`src/rtl/serial_mag_comparator_pkg.sv`:
```
// rtl/serial_mag_comparator_pkg.sv - shared state and result encodings for the serial comparator
package serial_mag_comparator_pkg;

    typedef enum logic {
        ST_IDLE = 1'b0,
        ST_CMP  = 1'b1
    } state_t;

    // One-hot result: bit 0 = eq, bit 1 = gt, bit 2 = lt; RES_NONE only before the first completion.
    typedef enum logic [2:0] {
        RES_NONE = 3'b000,
        RES_EQ   = 3'b001,
        RES_GT   = 3'b010,
        RES_LT   = 3'b100
    } result_t;

    function automatic result_t digit_result(input logic d_gt, input logic d_lt);
        if (d_gt)
            return RES_GT;
        else if (d_lt)
            return RES_LT;
        else
            return RES_EQ;
    endfunction

endpackage

```
`src/rtl/serial_mag_comparator_digit_cmp.sv`:
```
// rtl/serial_mag_comparator_digit_cmp.sv - combinational magnitude compare of one digit
module digit_cmp #(
    parameter int DIGIT = 4
) (
    input  logic [DIGIT-1:0] x,
    input  logic [DIGIT-1:0] y,
    output logic             eq,
    output logic             gt,
    output logic             lt
);

    assign eq = (x == y);
    assign gt = (x > y);
    assign lt = (x < y);

endmodule

```
`src/rtl/serial_mag_comparator.sv`:
```
// rtl/serial_mag_comparator.sv - digit-serial MSB-first magnitude comparator
module serial_mag_comparator
    import serial_mag_comparator_pkg::*;
#(
    parameter int WIDTH      = 16,
    parameter int DIGIT      = 4,
    parameter bit EARLY_EXIT = 1'b1
) (
    input  logic             clk,
    input  logic             rst_n,
    input  logic             start,
    input  logic             abort,
    input  logic             is_signed,
    input  logic [WIDTH-1:0] a,
    input  logic [WIDTH-1:0] b,
    output logic             busy,
    output logic             done,
    output logic             eq,
    output logic             gt,
    output logic             lt
);

    localparam int N  = WIDTH / DIGIT;
    localparam int CW = (N > 1) ? $clog2(N) : 1;
    localparam logic [CW-1:0] LAST = CW'(N - 1);

    state_t           state;
    result_t          res;
    result_t          pend;
    result_t          cur;
    logic [WIDTH-1:0] sh_a;
    logic [WIDTH-1:0] sh_b;
    logic [CW-1:0]    cnt;
    logic [WIDTH-1:0] sign_flip;
    logic             d_eq;
    logic             d_gt;
    logic             d_lt;

    // Flipping the operand MSB at capture turns two's-complement order into plain unsigned order.
    assign sign_flip = {is_signed, {(WIDTH-1){1'b0}}};

    digit_cmp #(.DIGIT(DIGIT)) u_digit_cmp (
        .x  (sh_a[WIDTH-1 -: DIGIT]),
        .y  (sh_b[WIDTH-1 -: DIGIT]),
        .eq (d_eq),
        .gt (d_gt),
        .lt (d_lt)
    );

    always_comb begin
        cur = digit_result(d_gt, d_lt);
        if (d_eq)
            cur = RES_EQ;
    end

    always_ff @(posedge clk or negedge rst_n) begin
        if (!rst_n) begin
            state <= ST_IDLE;
            res   <= RES_NONE;
            pend  <= RES_NONE;
            sh_a  <= '0;
            sh_b  <= '0;
            cnt   <= '0;
            done  <= 1'b0;
        end else begin
            done <= 1'b0;
            case (state)
                ST_IDLE: begin
                    if (start) begin
                        sh_a  <= a ^ sign_flip;
                        sh_b  <= b ^ sign_flip;
                        cnt   <= '0;
                        pend  <= RES_NONE;
                        state <= ST_CMP;
                    end
                end
                ST_CMP: begin
                    if (abort) begin
                        state <= ST_IDLE;
                    end else begin
                        sh_a <= sh_a << DIGIT;
                        sh_b <= sh_b << DIGIT;
                        cnt  <= cnt + 1'b1;
                        if (EARLY_EXIT && cur != RES_EQ) begin
                            res   <= cur;
                            done  <= 1'b1;
                            state <= ST_IDLE;
                        end else if (cnt == LAST) begin
                            // Constant-time mode: the earliest latched difference wins over later digits.
                            res   <= (pend != RES_NONE) ? pend : cur;
                            done  <= 1'b1;
                            state <= ST_IDLE;
                        end else if (pend == RES_NONE && cur != RES_EQ) begin
                            pend <= cur;
                        end
                    end
                end
                default: state <= ST_IDLE;
            endcase
        end
    end

    assign busy = (state == ST_CMP);
    assign eq   = res[0];
    assign gt   = res[1];
    assign lt   = res[2];

endmodule

```
`config.mk`:
```
export PLATFORM = sky130hd
export DESIGN_NAME = serial_mag_comparator
export DESIGN_NICKNAME = d
export VERILOG_FILES = /design/src/rtl/serial_mag_comparator_pkg.sv /design/src/rtl/serial_mag_comparator_digit_cmp.sv /design/src/rtl/serial_mag_comparator.sv
export SDC_FILE = /design/constraint.sdc
export NUM_CORES = 1
export LEC_CHECK = 0
export ABC_AREA = 1
export CORE_ASPECT_RATIO = 0.75
export CORE_UTILIZATION = 30
export CTS_CLUSTER_SIZE = 20
export DETAILED_ROUTE_END_ITERATION = 16
export GPL_ROUTABILITY_DRIVEN = 1
export PLACE_DENSITY_LB_ADDON = 0.2
export SLEW_MARGIN = 20
export SYNTH_ARGS = -nofsm -noshare
export SYNTH_HDL_FRONTEND = slang
export SYNTH_SLANG_ARGS = --single-unit
```
`constraint.sdc`:
```
create_clock -name clk -period 1.3 [get_ports clk]
set_input_delay 0.325 -clock clk [delete_from_list [all_inputs] [get_ports clk]]
set_output_delay 0.325 -clock clk [all_outputs]
set_load 0.05 [all_outputs]
```
==> results.sh <==
export IMPL_crit_path_max_incr_delay_ns=0.43
export IMPL_grt_usage_pct=14.6
export IMPL_combPwrFrac_pct=54.5
export IMPL_grt_overflow=0
export IMPL_fill_cells=602
export IMPL_routed_wl_microns=4880
export IMPL_first_global_vias=1584
export IMPL_vias=1670
export IMPL_hold_class="in2async"
export IMPL_ys_types=19
export IMPL_drt_iter0_drc=30
export IMPL_slew_headroom_pct=72.8
export IMPL_failed_checks="setup timing"
export IMPL_synth_fp_nets=266
export IMPL_avgViaCountPerCell=4.56
export IMPL_drc=0
export IMPL_hold_viol_final=0
export IMPL_peakVddDrop_mv=0.633
export IMPL_setup_viol=5
export IMPL_cts_root_buf="clkbuf_8"
export IMPL_avgRoutedWirePerCell_microns=13.3
export IMPL_synth_edff_count=0
export IMPL_critPathKind="reg2reg"
export IMPL_fin_util_pct=49.1
export IMPL_grt_start_max_net_pins=28
export IMPL_clk_pin_slew_ns=0.09
export IMPL_rsz0062_at_grt="yes"
export IMPL_synth_seq_area_share_pct=54.2
export IMPL_drt_antenna_violating_nets=0
export IMPL_p_sw_mw=2.63
export IMPL_fin_crit_sh_pct=104
export IMPL_fin_setup_tns_ns=-0.154
export IMPL_power_density_nw_per_um2=2270
export IMPL_crit_chain="ha_4, nand2_4, nor2_4, nor2_1, nand2_1, nand2_1, nand2_1, nand2_1"
export IMPL_initial_core_util_pct=32.2
export IMPL_internal_power_mw=4.09
export IMPL_core_area_sq_um=6040
export IMPL_clkLatencyLatePin_ns=0.30
export IMPL_synth_flop_cell="dfrtp_1"
export IMPL_port_buffers=41
export IMPL_switching_share_pct=39.2
export IMPL_hpwl_microns=3220
export IMPL_clockBufferDepth=2
export IMPL_diodes=0
export IMPL_synth_cells=224
export IMPL_power_leakage_nw=1.36
export IMPL_fmax_ghz=0.743
export IMPL_crit_required_ns=1.48
export IMPL_outcome="finished, violations left"
export IMPL_yosys_warnings=0
export IMPL_drv_slew=0
export IMPL_p_clk_share_pct=12.4
export IMPL_cap_viol_max_count=0
export IMPL_place_congestion=0.706
export IMPL_ios=42
export IMPL_seqPwrFrac_pct=33.1
export IMPL_final_net_count=329
export IMPL_numCtsBuffers=5
export IMPL_dr_pass1_iters=4
export IMPL_final_cells=366
export IMPL_critPathSlowestCell="dfrtp_1"
export IMPL_htreeDepth=2
export IMPL_antenna_found_initial=0
export IMPL_synth_seq_cells=42
export IMPL_die_w_microns=94.9
export IMPL_syn2layout_area_growth_pct=52.6
export IMPL_cpMostUsedCell="nand2_1"
export IMPL_synth_async_reset_ratio_pct=100
export IMPL_start_kind="flop"
export IMPL_std_cell_rows=24
export IMPL_dieArea_sq_um=6800
export IMPL_setup_ws_ns=-0.0462
export IMPL_period_needed_ns=1.35
export IMPL_r2r_cells=8
export IMPL_worst_ep_arrival_time_ns=1.53
export IMPL_tightest_slew_ns=0.409
export IMPL_finClkSkew_ns=0.0114
export IMPL_cts_tree="built"
export IMPL_netlist_area_sq_um=1940
export IMPL_die_height_microns=71.7
export IMPL_critPathMaxFanout=4
export IMPL_clkSinkCount=42
export IMPL_drive_above_1_share_pct=19.4
export IMPL_grt_pass1_wl_microns=7510
export IMPL_syn_avg_cell_area_sq_um=8.66
export IMPL_place_inst=347
export IMPL_critPathCaptureType="flop"
-- worst max-delay path: cells and delay by family, from the launching register on --
kind          cells  cell delay [ns]
simple gates      7             0.51
flops             1             0.43
fa+ha+maj         1             0.30
-- flip-flops by register name (all words and copies together) (netlist names) --
name / cells
res: 3
sh_a: 16
pend: 3
busy: 1
sh_b: 16
cnt: 2
done: 1
-- cell usage after synthesis (all sizes together) (2+ instances only) --
library cell  number  area (sq um)
o21ai             14          70.1
clkbuf             3          11.3
dfrtp             42          1050
nand2             67           259
a21oi              3          15.0
nand3              2          10.0
inv               26           100
a22o               7          61.3
buf                8          57.6
nor2              24          90.1
a31oi             15          93.8
ha                 5          62.6
o211ai             7          52.6
-- cell type report --
class	count	area [sq um]	area share, %
well taps	78	97.6	3.30
clock buffers	6	72.6	2.45
repair buffers	67	796	26.9
flip-flops and latches	42	1050	35.5
clock inverters	2	13.8	0.465
inverters	26	108	3.63
multi-input cells	145	822	27.8
-- layout by cell type, fill, tap and decap left out, drive strengths merged --
cell type,count
nand2,67
dfrtp,42
clkdlybuf4s50,35
buf,27
inv,26
nor2,24
a31oi,15
o21ai,14
clkbuf,10
a22o,7
o211ai,7
ha,5
a21oi,3
nand3,2
clkinv,2
o22ai,1
dlygate4sd3,1
-- timing repair --
action / 4_1_cts / 5_1_grt
hold buffers: 1 / 0
setup buffers: 4 / 2
resized for setup: 13 / 20
endpoints found under the setup margin: 6 / 30
gates cloned: 0 / 4
endpoints found under the hold margin: 15 / 0
pin swaps: 5 / 8
-- power groups by stage --
stage	Sequential (mW)	Clock [mW]	Combinational, mW
after detailed placement	2.25	0	2.81
after CTS	2.21	0.856	3.11
after global placement	2.23	0	2.78
final	2.23	0.832	3.66
after global routing	2.30	0.907	4.02
after floorplan	2.34	0	1.61
-- cells by family (layout without fill, tap and decap cells) --
group	after synthesis	in the layout	synth area share, %
AOI/OAI and AO/OA	47	47	15.4
adders and majority gates	5	5	3.22
buffers and inverters	37	101	8.70
DFF	42	42	54.2
and+or+nand+nor	93	93	18.5
-- worst paths after layout --
kind                            endpoint  slack [ns]  startpoint
min in group clk                 pend[0]        0.49     pend[0]
worst min register to register   pend[0]        0.49     pend[0]
worst max register to register    res[2]       -0.05    sh_a[15]
worst max-delay path              res[2]       -0.05    sh_a[15]
worst min-delay path              cnt[1]        0.49       rst_n
max in group asynchronous       sh_b[11]        0.33       rst_n
-- metal layers --
| metal | vias to the layer above | part of all wire [%] | GRT usage, % |
|---|---|---|---|
| li1 | 855 | - | - |
| met3 | 5 | 4.7 | 4.03 |
| met2 | 35 | 46 | 23.0 |
| met1 | 775 | 49 | 20.1 |
| met5 | - | 0 | 0 |
| met4 | 0 | 0.51 | 3.03 |
-- per-stage QoR --
stage / power [mW] / setup slack (ns) / cell area (sq um) / hold WS [ns]
6_report: 6.72 / -0.0462 / 2960 / 0.492
4_1_cts: 6.18 / -0.00805 / 2770 / 0.504
3_3_place_gp: 5.02 / -0.225 / 2600 / 0.275
3_5_place_dp: 5.06 / -0.238 / 2600 / 0.284
2_1_floorplan: 3.95 / -0.0115 / 1950 / 0.0294
5_1_grt: 7.22 / -0.124 / 2960 / 0.513
No activity file was read; power rests on OpenSTA's default activity.
